$ cat config.mk
export PLATFORM = sky130hd
export DESIGN_NAME = cordic_seq_ctrl_flat
export DESIGN_NICKNAME = d
export VERILOG_FILES = /design/src/rtl/cordic_pkg.sv /design/src/rtl/cordic_seq_ctrl_if.sv /design/src/rtl/cordic_seq_ctrl.sv /design/src/flat_wrapper.sv
export SDC_FILE = /design/constraint.sdc
export NUM_CORES = 1
export LEC_CHECK = 0
export BUFFER_PORTS_ARGS = -buffer_cell sky130_fd_sc_hd__buf_4
export CAP_MARGIN = 20
export CORE_AREA = 10 10 49 51
export CTS_CLUSTER_SIZE = 10
export DETAILED_ROUTE_END_ITERATION = 7
export DIE_AREA = 0 0 59 61
export GPL_ROUTABILITY_DRIVEN = 0
export PLACE_DENSITY = 0.82
export SYNTH_ARGS = -nofsm -noshare
export SYNTH_HDL_FRONTEND = slang
export SYNTH_SLANG_ARGS = --single-unit
export TNS_END_PERCENT = 1
$ cat constraint.sdc
create_clock -name CLK -period 2.1 [get_ports CLK]
set_input_delay 0.105 -clock CLK [delete_from_list [all_inputs] [get_ports CLK]]
set_output_delay 0.105 -clock CLK [all_outputs]
set_load 0.02 [all_outputs]
$ cat src/rtl/cordic_pkg.sv
// cordic_pkg: shared sequencer state encoding, default iteration count and index-width helper
package cordic_pkg;

    typedef enum logic [1:0] {
        IDLE = 2'd0,
        LOAD = 2'd1,
        ITER = 2'd2,
        DONE = 2'd3
    } state_e;

    localparam int N_ITER_DEF = 6;

    // Narrowest index that can address every iteration, never less than one bit.
    function automatic int idx_w(input int n);
        return ($clog2(n) < 1) ? 1 : $clog2(n);
    endfunction

endpackage

$ cat src/rtl/cordic_seq_ctrl_if.sv
// cordic_seq_ctrl_if: command, comparator, datapath-control and result handshake bundle
//   master: drives start, gt, lt, res_ready; observes controller outputs
//   slave : the sequencer; drives busy, dp_load, dp_en, iter_idx, result, res_valid, cmp_err
interface cordic_seq_ctrl_if #(
    parameter int N_ITER = 6,
    parameter int IDX_W  = 3
);
    logic              start;
    logic              gt;
    logic              lt;
    logic              res_ready;
    logic              busy;
    logic              dp_load;
    logic              dp_en;
    logic [IDX_W-1:0]  iter_idx;
    logic [N_ITER-1:0] result;
    logic              res_valid;
    logic              cmp_err;

    modport master (
        output start, gt, lt, res_ready,
        input  busy, dp_load, dp_en, iter_idx, result, res_valid, cmp_err
    );

    modport slave (
        input  start, gt, lt, res_ready,
        output busy, dp_load, dp_en, iter_idx, result, res_valid, cmp_err
    );
endinterface

$ cat src/rtl/cordic_seq_ctrl.sv
// cordic_seq_ctrl: steps the CORDIC datapath through N_ITER iterations and collects the direction word
//   CLK, RST_N : clock, asynchronous active-low reset
//   bus        : slave side of cordic_seq_ctrl_if (start/gt/lt/res_ready in; control and result out)
module cordic_seq_ctrl
    import cordic_pkg::*;
#(
    parameter int N_ITER = N_ITER_DEF,
    parameter int IDX_W  = idx_w(N_ITER)
) (
    input  logic              CLK,
    input  logic              RST_N,
    cordic_seq_ctrl_if.slave  bus
);

    localparam logic [1:0] S_IDLE = IDLE;
    localparam logic [1:0] S_LOAD = LOAD;
    localparam logic [1:0] S_ITER = ITER;
    localparam logic [1:0] S_DONE = DONE;

    logic [1:0]        state_q, state_d;
    logic [IDX_W-1:0]  idx_q, idx_d;
    logic [N_ITER-1:0] result_q, result_d;
    logic              err_q, err_d;

    always_comb begin
        state_d  = state_q;
        idx_d    = idx_q;
        result_d = result_q;
        err_d    = err_q;
        case (state_q)
            S_IDLE: if (bus.start) begin
                state_d  = S_LOAD;
                result_d = '0;
                err_d    = 1'b0;
            end
            S_LOAD: state_d = S_ITER;
            S_ITER: begin
                result_d[idx_q] = bus.gt;
                if (bus.gt && bus.lt) err_d = 1'b1;
                // Last iteration parks the index at 0 so it never exceeds N_ITER-1.
                if (idx_q == IDX_W'(N_ITER - 1)) begin
                    state_d = S_DONE;
                    idx_d   = '0;
                end else begin
                    idx_d = idx_q + 1'b1;
                end
            end
            default: if (bus.res_ready) begin
                state_d = bus.start ? S_LOAD : S_IDLE;
                if (bus.start) begin
                    result_d = '0;
                    err_d    = 1'b0;
                end
            end
        endcase
    end

    always_ff @(posedge CLK or negedge RST_N) begin
        if (!RST_N) begin
            state_q  <= S_IDLE;
            idx_q    <= '0;
            result_q <= '0;
            err_q    <= 1'b0;
        end else begin
            state_q  <= state_d;
            idx_q    <= idx_d;
            result_q <= result_d;
            err_q    <= err_d;
        end
    end

    // Control outputs decode from state only; no input reaches an output combinationally.
    assign bus.busy      = (state_q == S_LOAD) || (state_q == S_ITER);
    assign bus.dp_load   = state_q == S_LOAD;
    assign bus.dp_en     = state_q == S_ITER;
    assign bus.res_valid = state_q == S_DONE;
    assign bus.iter_idx  = idx_q;
    assign bus.result    = result_q;
    assign bus.cmp_err   = err_q;

endmodule

$ cat src/flat_wrapper.sv
// flat-port wrapper written by rule: the top's interface ports become plain ports
module cordic_seq_ctrl_flat import cordic_pkg::*;
#(
    parameter int N_ITER = N_ITER_DEF,
    parameter int IDX_W  = idx_w(N_ITER)
)
  (CLK, RST_N, bus_start, bus_gt, bus_lt, bus_res_ready, bus_busy, bus_dp_load, bus_dp_en, bus_iter_idx, bus_result, bus_res_valid, bus_cmp_err);
  cordic_seq_ctrl_if #(.N_ITER(N_ITER), .IDX_W(IDX_W)) bus_i ();
  input  logic CLK;
  input  logic RST_N;
  input wire logic [$bits(bus_i.start)-1:0] bus_start;
  input wire logic [$bits(bus_i.gt)-1:0] bus_gt;
  input wire logic [$bits(bus_i.lt)-1:0] bus_lt;
  input wire logic [$bits(bus_i.res_ready)-1:0] bus_res_ready;
  output wire logic [$bits(bus_i.busy)-1:0] bus_busy;
  output wire logic [$bits(bus_i.dp_load)-1:0] bus_dp_load;
  output wire logic [$bits(bus_i.dp_en)-1:0] bus_dp_en;
  output wire logic [$bits(bus_i.iter_idx)-1:0] bus_iter_idx;
  output wire logic [$bits(bus_i.result)-1:0] bus_result;
  output wire logic [$bits(bus_i.res_valid)-1:0] bus_res_valid;
  output wire logic [$bits(bus_i.cmp_err)-1:0] bus_cmp_err;
  assign bus_i.start = bus_start;
  assign bus_i.gt = bus_gt;
  assign bus_i.lt = bus_lt;
  assign bus_i.res_ready = bus_res_ready;
  assign bus_busy = bus_i.busy;
  assign bus_dp_load = bus_i.dp_load;
  assign bus_dp_en = bus_i.dp_en;
  assign bus_iter_idx = bus_i.iter_idx;
  assign bus_result = bus_i.result;
  assign bus_res_valid = bus_i.res_valid;
  assign bus_cmp_err = bus_i.cmp_err;
  cordic_seq_ctrl #(.N_ITER(N_ITER), .IDX_W(IDX_W)) u_core (.CLK(CLK), .RST_N(RST_N), .bus(bus_i));
endmodule
## Yosys cells after proc, flatten, opt, wreduce, memory -nomap -nowiden

Index checks and enable logic that the tools add are counted.

- Bits in writable memories: 0
- Input bits: 6
- Output and inout bits: 14
- Logic and storage cells: 40
- Memories kept: 0
- Latch bits: 0
- ROM bits: 0
- Register bits: 12

- Equality and inequality tests: 7
- Shift operators: 0
- Div/mod/pow operators: 0
- Magnitude comparators: 2
- Bitwise operators: 1
- Mux-type cells: 16
- Multiply operators: 0
- Reductions and logical operators: 9
- Add/subtract/negate cells: 1

Operators with widths:

| operator | number |
|---|---|
| case mux 6 bit (3 select lines) | 1 |
| 2-to-1 mux 6 bit | 2 |
| bitwise mux 6 bit | 1 |
| 2-to-1 mux 2 bit | 3 |
| case mux 2 bit (3 select lines) | 1 |
| AND reduction 3 bit | 2 |
| 2-to-1 mux 1 bit | 5 |
| equality test 2 bit (second input constant) | 2 |
| less-than comparator 3 x 4 -> 1 bit (second input constant) | 1 |
| inequality test 2 x 1 -> 1 bit (second input constant) | 2 |
| nonzero test 4 bit | 1 |
| adder 3 x 1 -> 3 bit (second input constant) | 1 |
| demux 1 bit (select 3 bit) | 1 |
| equality test 3 bit (second input constant) | 1 |
| greater-or-equal comparator 3 x 1 -> 1 bit (second input constant) | 1 |
| 2-to-1 mux 3 bit | 1 |
| case mux 1 bit (3 select lines) | 1 |
| nonzero test 3 bit | 1 |
| equality test 2 x 1 -> 1 bit (second input constant) | 1 |
| logical AND 1 bit | 2 |
| logical NOT 2 bit | 1 |
| inequality test 2 bit (second input constant) | 1 |
| AND reduction 2 bit | 1 |
| logical OR 1 bit | 1 |
| NOT 1 bit | 1 |

## Depth between registers and ports, before layout

Gate-level depths: netlist of the first run.

- Depth in word-level cells: 6
- Gate-level depth with buffers: 8
- Depth with buffers taken out: 6

## Worst setup path before layout of the first run

No wires, ideal clock.

- Kind: flip-flop to flip-flop
- Start point: register u_core.state_q[0]
- End point: register u_core.result_q[4], in the netlist u_core.bus.result[4]
- Setup time: 82 ps
- Setup slack: 240 ps
- Required time: 2018 ps
- Path buffers: 1
- Data arrival time: 1778 ps
- Period minus slack after synthesis: 1860 ps
- Cell stages (with the launch flop): 8
- Path through: dfrtp_1 inv_1 ha_1 nor2_1 or3_1 buf_6 or2_4 o22ai_1

- Longest elaborated chain between the ends: 3
- Elaborated cells between the ends (all ways): 7
- Those cells by class: eq/ne: 2; mux: 1; bitwise: 1; reduce/logical: 3

RTL lines:

| element | line | RTL |
|---|---|---|
| start, declared | cordic_seq_ctrl.sv:20 | `logic [1:0] state_q, state_d;` |
| start signal, assigned | cordic_seq_ctrl.sv:65 | `state_q <= state_d;` |
| equality test 2 bit (*) | - |  |
| via bus_dp_en | flat_wrapper.sv:17 | `output wire logic [$bits(bus_i.dp_en)-1:0] bus_dp_en;` |
| nonzero test 3 bit (no line) | - |  |
| AND reduction 2 bit (no line) | - |  |
| end signal, assigned | cordic_seq_ctrl.sv:67 | `result_q <= result_d;` |
| end, declared | cordic_seq_ctrl.sv:22 | `logic [N_ITER-1:0] result_q, result_d;` |

The timed path passes the listed nets; every way through them passes the cells marked *.
A chain may end at the register's enable or synchronous reset.

## Worst setup path in the final report of the first run

- Start point: register u_core.state_q[1]
- End point: register u_core.result_q[4], in the netlist u_core.bus.result[4]

- Longest elaborated chain between the ends: 3
- Elaborated cells between the ends (all ways): 7
- Those cells by class: eq/ne: 2; mux: 1; bitwise: 1; reduce/logical: 3

RTL lines:

| element | line | RTL |
|---|---|---|
| equality test 2 bit (tied with other cells) | cordic_seq_ctrl.sv:30 | `case (state_q)` |
| nonzero test 3 bit (no line) / NOT 1 bit (equally long branches) | - |  |
| AND reduction 2 bit (no line) | - |  |

Several ways; a longest one is shown, not always the timed one.

==> flow_metrics.tcl, run 1 <==
set metrics [dict create \
    tightestPinTransition_ps 435 \
    final_common_cell "buf_4" \
    grt_overflow 0 \
    ys_types 24 \
    hp-class "in -> reg" \
    grt_pass1_wl_microns 2670 \
    cts_tree "yes" \
    status "finished, final reports clean" \
    hold-worst-slack_ps 168 \
    grt_antenna_before_repair 0 \
    root_buffer "clkbuf_4" \
    rows 14 \
    fp.dieH_microns 61 \
    worstSetupEndpointType "flop" \
    area_growth_pct 26.0 \
    nets 104 \
    muxShareOfSynthArea_pct 4.95 \
    crit_type "reg -> reg" \
    critPathRequiredTime_ps 2280 \
    synth_xor_area_share_pct 1.28 \
    yosys.area.top_type_share_pct 44.0 \
    rsz0062_at_grt "no" \
    cts_buffers 3 \
    intPower_mw 0.742 \
    synthAdderAreaFrac_pct 9.16 \
    switchingPower_mw 0.633 \
    dr.pass1.iters 4 \
    synth.area.top_cells "dfrtp_1, ha_1, mux2_2, o22ai_1, a21oi_1" \
    post-route-min-period_ps 1890 \
    clockBufferDepth 2 \
    routed_wl_microns 1530 \
    ant_nets 0 \
    yosysTopAreaCell "dfrtp_1" \
    finalCritPeriodShare_pct 90.0 \
    p_leak_nw 0.413 \
    initial_utilization_pct 46.4 \
    clock_skew_ps 3.03 \
    drive_gt1_share_pct 33.0 \
    final_max_slew_viol_count 0 \
    crit_path_start_kind "flop" \
    drt_iter0_drc 15 \
    maxSlewHeadroom_pct 71.0 \
    die_w_microns 59 \
    core_area_sq_um 1470 \
    cap_violations 0 \
    path_clk_slew_ps 70 \
    hpwlAfterDp_microns 1250 \
    clkPwrFrac_pct 10.0 \
    crit_arrival_ps 2070 \
    wl_per_cell_microns 14.3 \
    combPwrFrac_pct 60.1 \
    drcViolationCount 0 \
    synth_top_family_by_area "simple AND/OR/NAND/NOR gates" \
    yosys.area_share.simple_pct 16.7 \
    worstPathMaxFanout 8 \
    synth_cells 70 \
    synth_seq_area_share_pct 44.0 \
    post-cts-setup-buffers 0 \
    netlist_area_sq_um 683 \
    ys_warn_count 0 \
    insertion_delay_ps 260 \
    power_density_nw_per_um2 1600 \
    syn-num-nets 81 \
    report.final.hold_viol_count 0 \
    clock-sinks 12 \
    via_per_inst 5.37 \
    fin_tns_setup_ps 0 \
    ys_ff_latch 12 \
    grt_max_degree 13 \
    first_global_vias 594 \
    grt_use_total_pct 9.28 \
    avgSynthCellArea_sq_um 9.76 \
    n_antenna_cell 0 \
    synth_compound_area_share_pct 15.6 \
    p_sw_share_pct 46.0 \
    portBuffers 19 \
    die_area_sq_um 3600 \
    ioPinCount 20 \
    h-tree-depth 1 \
    mostFrequentLayoutCells "buf_4, dfrtp_1, inv_1, nand2_1, a21oi_1" \
    setup_viol 0 \
    power_frac_seq_pct 30.0 \
    num_vias 575 \
    vdd_drop_max_mv 0.745 \
    fmax_ghz 0.529 \
]
==> sequential cells by signal, indices dropped and copies added (netlist names) <==
signal / count
u_core.bus.cmp_err: 1
u_core.bus.iter_idx: 3
u_core.bus.result: 6
u_core.state_q: 2
==> layer usage <==
metal	vias up	global-route usage, %	wire length [microns]
met5	-	0	0
met4	0	5.25	26
met3	2	2.30	54
met2	9	16.1	822
met1	280	10.1	628
li1	284	-	-
==> worst paths after layout <==
path / startpoint / end / slack, ps / cells past startpoint
min: bus_gt / u_core.bus.result[3] / 170 / 3
max reg2reg: u_core.state_q[1] / u_core.bus.result[4] / 210 / 6
max: u_core.state_q[1] / u_core.bus.result[4] / 210 / 6
min in group asynchronous: RST_N / u_core.bus.result[5] / 210 / 2
min reg2reg: u_core.bus.cmp_err / u_core.bus.cmp_err / 520 / 1
max in group asynchronous: RST_N / u_core.bus.iter_idx[2] / 1730 / 2
==> final cells by class <==
class,instances,area [sq um]
fillers,137,611
multi-input cells,47,328
flip-flops and latches,12,300
repair buffers,21,160
inverters,8,30.0
clock buffers,3,22.5
well taps,16,20.0
==> kinds of logic after synthesis <==
kind of cell	after synthesis
xor+xnor	1
buf+inv	11
compound gates	17
mux	3
simple gates	21
flops	12
fa+ha+maj	5
==> power by group through the flow <==
stage               Combinational [mW]  Sequential (mW)  Clock (mW)
floorplan                        0.534            0.463           0
global placement                 0.815            0.408           0
detailed placement               0.823            0.418           0
CTS                              0.832            0.410       0.144
global route                     0.925            0.427       0.152
finish                           0.826            0.412       0.137
==> cells in the mapped netlist <==
| library cell | count |
|---|---|
| nand2b_1 | 2 |
| o22ai_1 | 5 |
| a221oi_1 | 2 |
| or3_1 | 2 |
| o21ai_0 | 2 |
| buf_2 | 1 |
| nand3b_1 | 1 |
| inv_1 | 8 |
| ha_1 | 5 |
| mux2_2 | 3 |
| nor2_1 | 2 |
| dfrtp_1 | 12 |
| nand3_1 | 1 |
| or2_4 | 1 |
| nor3_1 | 1 |
| o311ai_0 | 1 |
| or3b_2 | 1 |
| nor2b_1 | 1 |
| xor2_1 | 1 |
| o311ai_1 | 1 |
| a21oi_1 | 6 |
| nand2_1 | 8 |
| nor3_2 | 1 |
| buf_6 | 2 |
==> through the flow <==
stage               util (%)  std cells  area, sq um  power (mW)  setup slack (ps)
CTS                     58.3        107          858        1.39               188
floorplan                  -         70          683       0.997               240
global route            58.5        107          861        1.50              71.6
global placement        56.1        103          826        1.22               229
finish                  58.5        107          861        1.37               211
detailed placement      56.1        103          826        1.24               200
==> critical path: stages, from the launching register on <==
cell and delay (ps):
dfrtp_1 440, inv_1 130, ha_1 240, nor3_2 50
or3_1 460, or2_4 320, o22ai_1 170
==> repair_timing <==
action | 4_1_cts | 5_1_grt
setup endpoints to repair | 0 | 2
hold buffers | 1 | 0
hold endpoints to repair | 12 | 0
resized for setup | 0 | 1
Power figures use the tool's default switching activity.
==> inputs of run 2 (changes only) <==
--- a/config.mk
+++ b/config.mk
@@ -9,6 +9,7 @@
 export CAP_MARGIN = 20
-export CORE_AREA = 10 10 49 51
+export CORE_AREA = 2 2 41 43
+export CTS_CLUSTER_DIAMETER = 60
 export CTS_CLUSTER_SIZE = 10
 export DETAILED_ROUTE_END_ITERATION = 7
-export DIE_AREA = 0 0 59 61
+export DIE_AREA = 0 0 43 45
 export GPL_ROUTABILITY_DRIVEN = 0
==> constraint.sdc (replaced) <==
create_clock -name CLK -period 2.1 [get_ports CLK]
set_input_delay 0 -clock CLK [delete_from_list [all_inputs] [get_ports CLK]]
set_output_delay 0 -clock CLK [all_outputs]
set_load 0.02 [all_outputs]
==> run 2 against run 1 <==
  * Die area shrank 46%
  * Maximum frequency shrank 2.5%
  * Clock skew shrank 0.96 ps
  * Sequential power shrank 1%
  * Sequential cell count is the same
  * Worst setup slack lost 48 ps
  * First-iteration DRC count shrank 20%
  * Non-clock buffer count is the same
  * Power grew 2.5%
  * Register-to-register slack lost 50 ps
  * Critical endpoint is now u_core.bus.result[1]
  * Largest cell class unchanged
  * Largest power group unchanged
==> flow_metrics.tcl, run 2 (synthesis results as in run 1) <==
set metrics [dict create \
    status "finished, final reports clean" \
    mostFrequentLayoutCells "buf_4, dfrtp_1, inv_1, nand2_1, a21oi_1" \
    portBuffers 19 \
    fp.dieH_microns 45 \
    grt_max_degree 13 \
    p_leak_nw 0.421 \
    worst-path-buf-inv 1 \
    min_path_cells 3 \
    final_max_slew_viol_count 0 \
    grt_antenna_before_repair 0 \
    vdd_drop_max_mv 0.865 \
    dr.pass1.iters 4 \
    insertion_delay_ps 270 \
    n_antenna_cell 0 \
    min_to "u_core.bus.result[3]" \
    largest_register_ffs 6 \
    cap_violations 0 \
    fillers 125 \
    root_buffer "clkbuf_4" \
    intPower_mw 0.778 \
    grt_pass1_wl_microns 2060 \
    p_sw_share_pct 44.8 \
    rsz0062_at_grt "no" \
    via_per_inst 5.22 \
    slowest_delay_ps 430 \
    rr_startpoint "u_core.state_q[0]" \
    switchingPower_mw 0.630 \
    tightestPinTransition_ps 443 \
    maxSlewHeadroom_pct 70.4 \
    pre_cts_ws_ps 199 \
    critPathRequiredTime_ps 2300 \
    cts_tree "yes" \
    worstSetupEndpointType "flop" \
    clock-sinks 12 \
    power_density_nw_per_um2 1620 \
    slowest_stage "or3_1" \
    grt_use_total_pct 14.9 \
    r2r-end "u_core.bus.result[1]" \
    hp-class "in -> reg" \
    fin_tns_setup_ps 0 \
    core_area_sq_um 1470 \
    num_vias 564 \
    fmax_ghz 0.516 \
    nets 104 \
    grt_overflow 0 \
    post-cts-setup-buffers 0 \
    ioPinCount 20 \
    drt_iter0_drc 12 \
    wl_per_cell_microns 12.4 \
    combPwrFrac_pct 57.7 \
    setup_viol 0 \
    reg2reg_depth 6 \
    post-route-min-period_ps 1940 \
    crit_arrival_ps 2130 \
    h-tree-depth 1 \
    final_common_cell "buf_4" \
    hold-worst-slack_ps 57.1 \
    cp-startpoint "u_core.state_q[0]" \
    cts_buffers 3 \
    ant_nets 0 \
    finalCritPeriodShare_pct 92.2 \
    final_util_pct 59.3 \
    report.final.hold_viol_count 0 \
    first_global_vias 511 \
    crit_type "reg -> reg" \
    power_frac_seq_pct 28.9 \
    path_delay_family "simple AND/OR/NAND/NOR gates" \
    hpwlAfterDp_microns 1040 \
    die_w_microns 43 \
    min-delay-start "bus_gt" \
    clock_skew_ps 2.07 \
    worst_slack_ps 163 \
    worstPathCellList "inv_1 > ha_1 > nor2_1 > or3_1 > or2_4 > o22ai_1" \
    die_area_sq_um 1940 \
    reg2reg_slack_ps 160 \
    worstPathMaxFanout 8 \
    clkPwrFrac_pct 13.3 \
    area_growth_pct 27.7 \
    routed_wl_microns 1340 \
    drcViolationCount 0 \
    rows 14 \
    drive_gt1_share_pct 32.6 \
    path_clk_slew_ps 80 \
    clockBufferDepth 2 \
    initial_utilization_pct 46.4 \
    crit_path_start_kind "flop" \
]
run 2: cell types whose count changed in the layout (fill, tap and decap cells not counted), sizes merged:
cell / previous run / this run
clkbuf: 3 / 4
run 2: through the flow:
stage	std cells	cell area, sq um	total power [mW]
2_1_floorplan	70	683	0.997
3_3_place_gp	103	826	1.21
3_5_place_dp	103	826	1.22
4_1_cts	108	872	1.41
5_1_grt	108	872	1.51
6_report	108	872	1.41
run 2: how the worst max path moves through the flow:
stage                     cells past startpoint                   end  slack (ps)
after floorplan                               7  u_core.bus.result[4]         240
after global placement                        6  u_core.bus.result[4]         240
after detailed placement                      6  u_core.bus.result[1]         200
after CTS                                     6  u_core.bus.result[1]         170
after global routing                          6  u_core.bus.result[4]          50
final                                         6  u_core.bus.result[1]         160
run 2: layout make-up:
class / count / area (sq um) / share of cell area, %
Inverter: 8 / 30.0 / 3.44
Clock buffer: 4 / 36.3 / 4.16
Tap cell: 16 / 20.0 / 2.30
Multi-Input combinational cell: 47 / 325 / 37.3
Sequential cell: 12 / 300 / 34.4
Timing Repair Buffer: 21 / 160 / 18.4
run 2: routing by layer:
metal  track usage (%)  vias up  wire, microns
li1                  -      288              -
met1              17.9      263            599
met2              24.2       11            680
met3              3.60        2             49
met4              9.09        0             14
met5                 0        -              0
run 2: timing repair:
item | 4_1_cts | 5_1_grt
hold buffers | 1 | 0
gates resized for setup | 0 | 0
hold endpoints to repair | 12 | 0
run 2: worst min-delay path, stage by stage:
cell and delay, ps:
buf_4 110, nand2_1 80, o311ai_1 100
run 2: power groups by stage:
stage / Combinational [mW] / Clock, mW / Sequential [mW]
2_1_floorplan: 0.534 / 0 / 0.463
3_3_place_gp: 0.802 / 0 / 0.408
3_5_place_dp: 0.809 / 0 / 0.413
4_1_cts: 0.814 / 0.191 / 0.409
5_1_grt: 0.890 / 0.197 / 0.423
6_report: 0.813 / 0.188 / 0.408
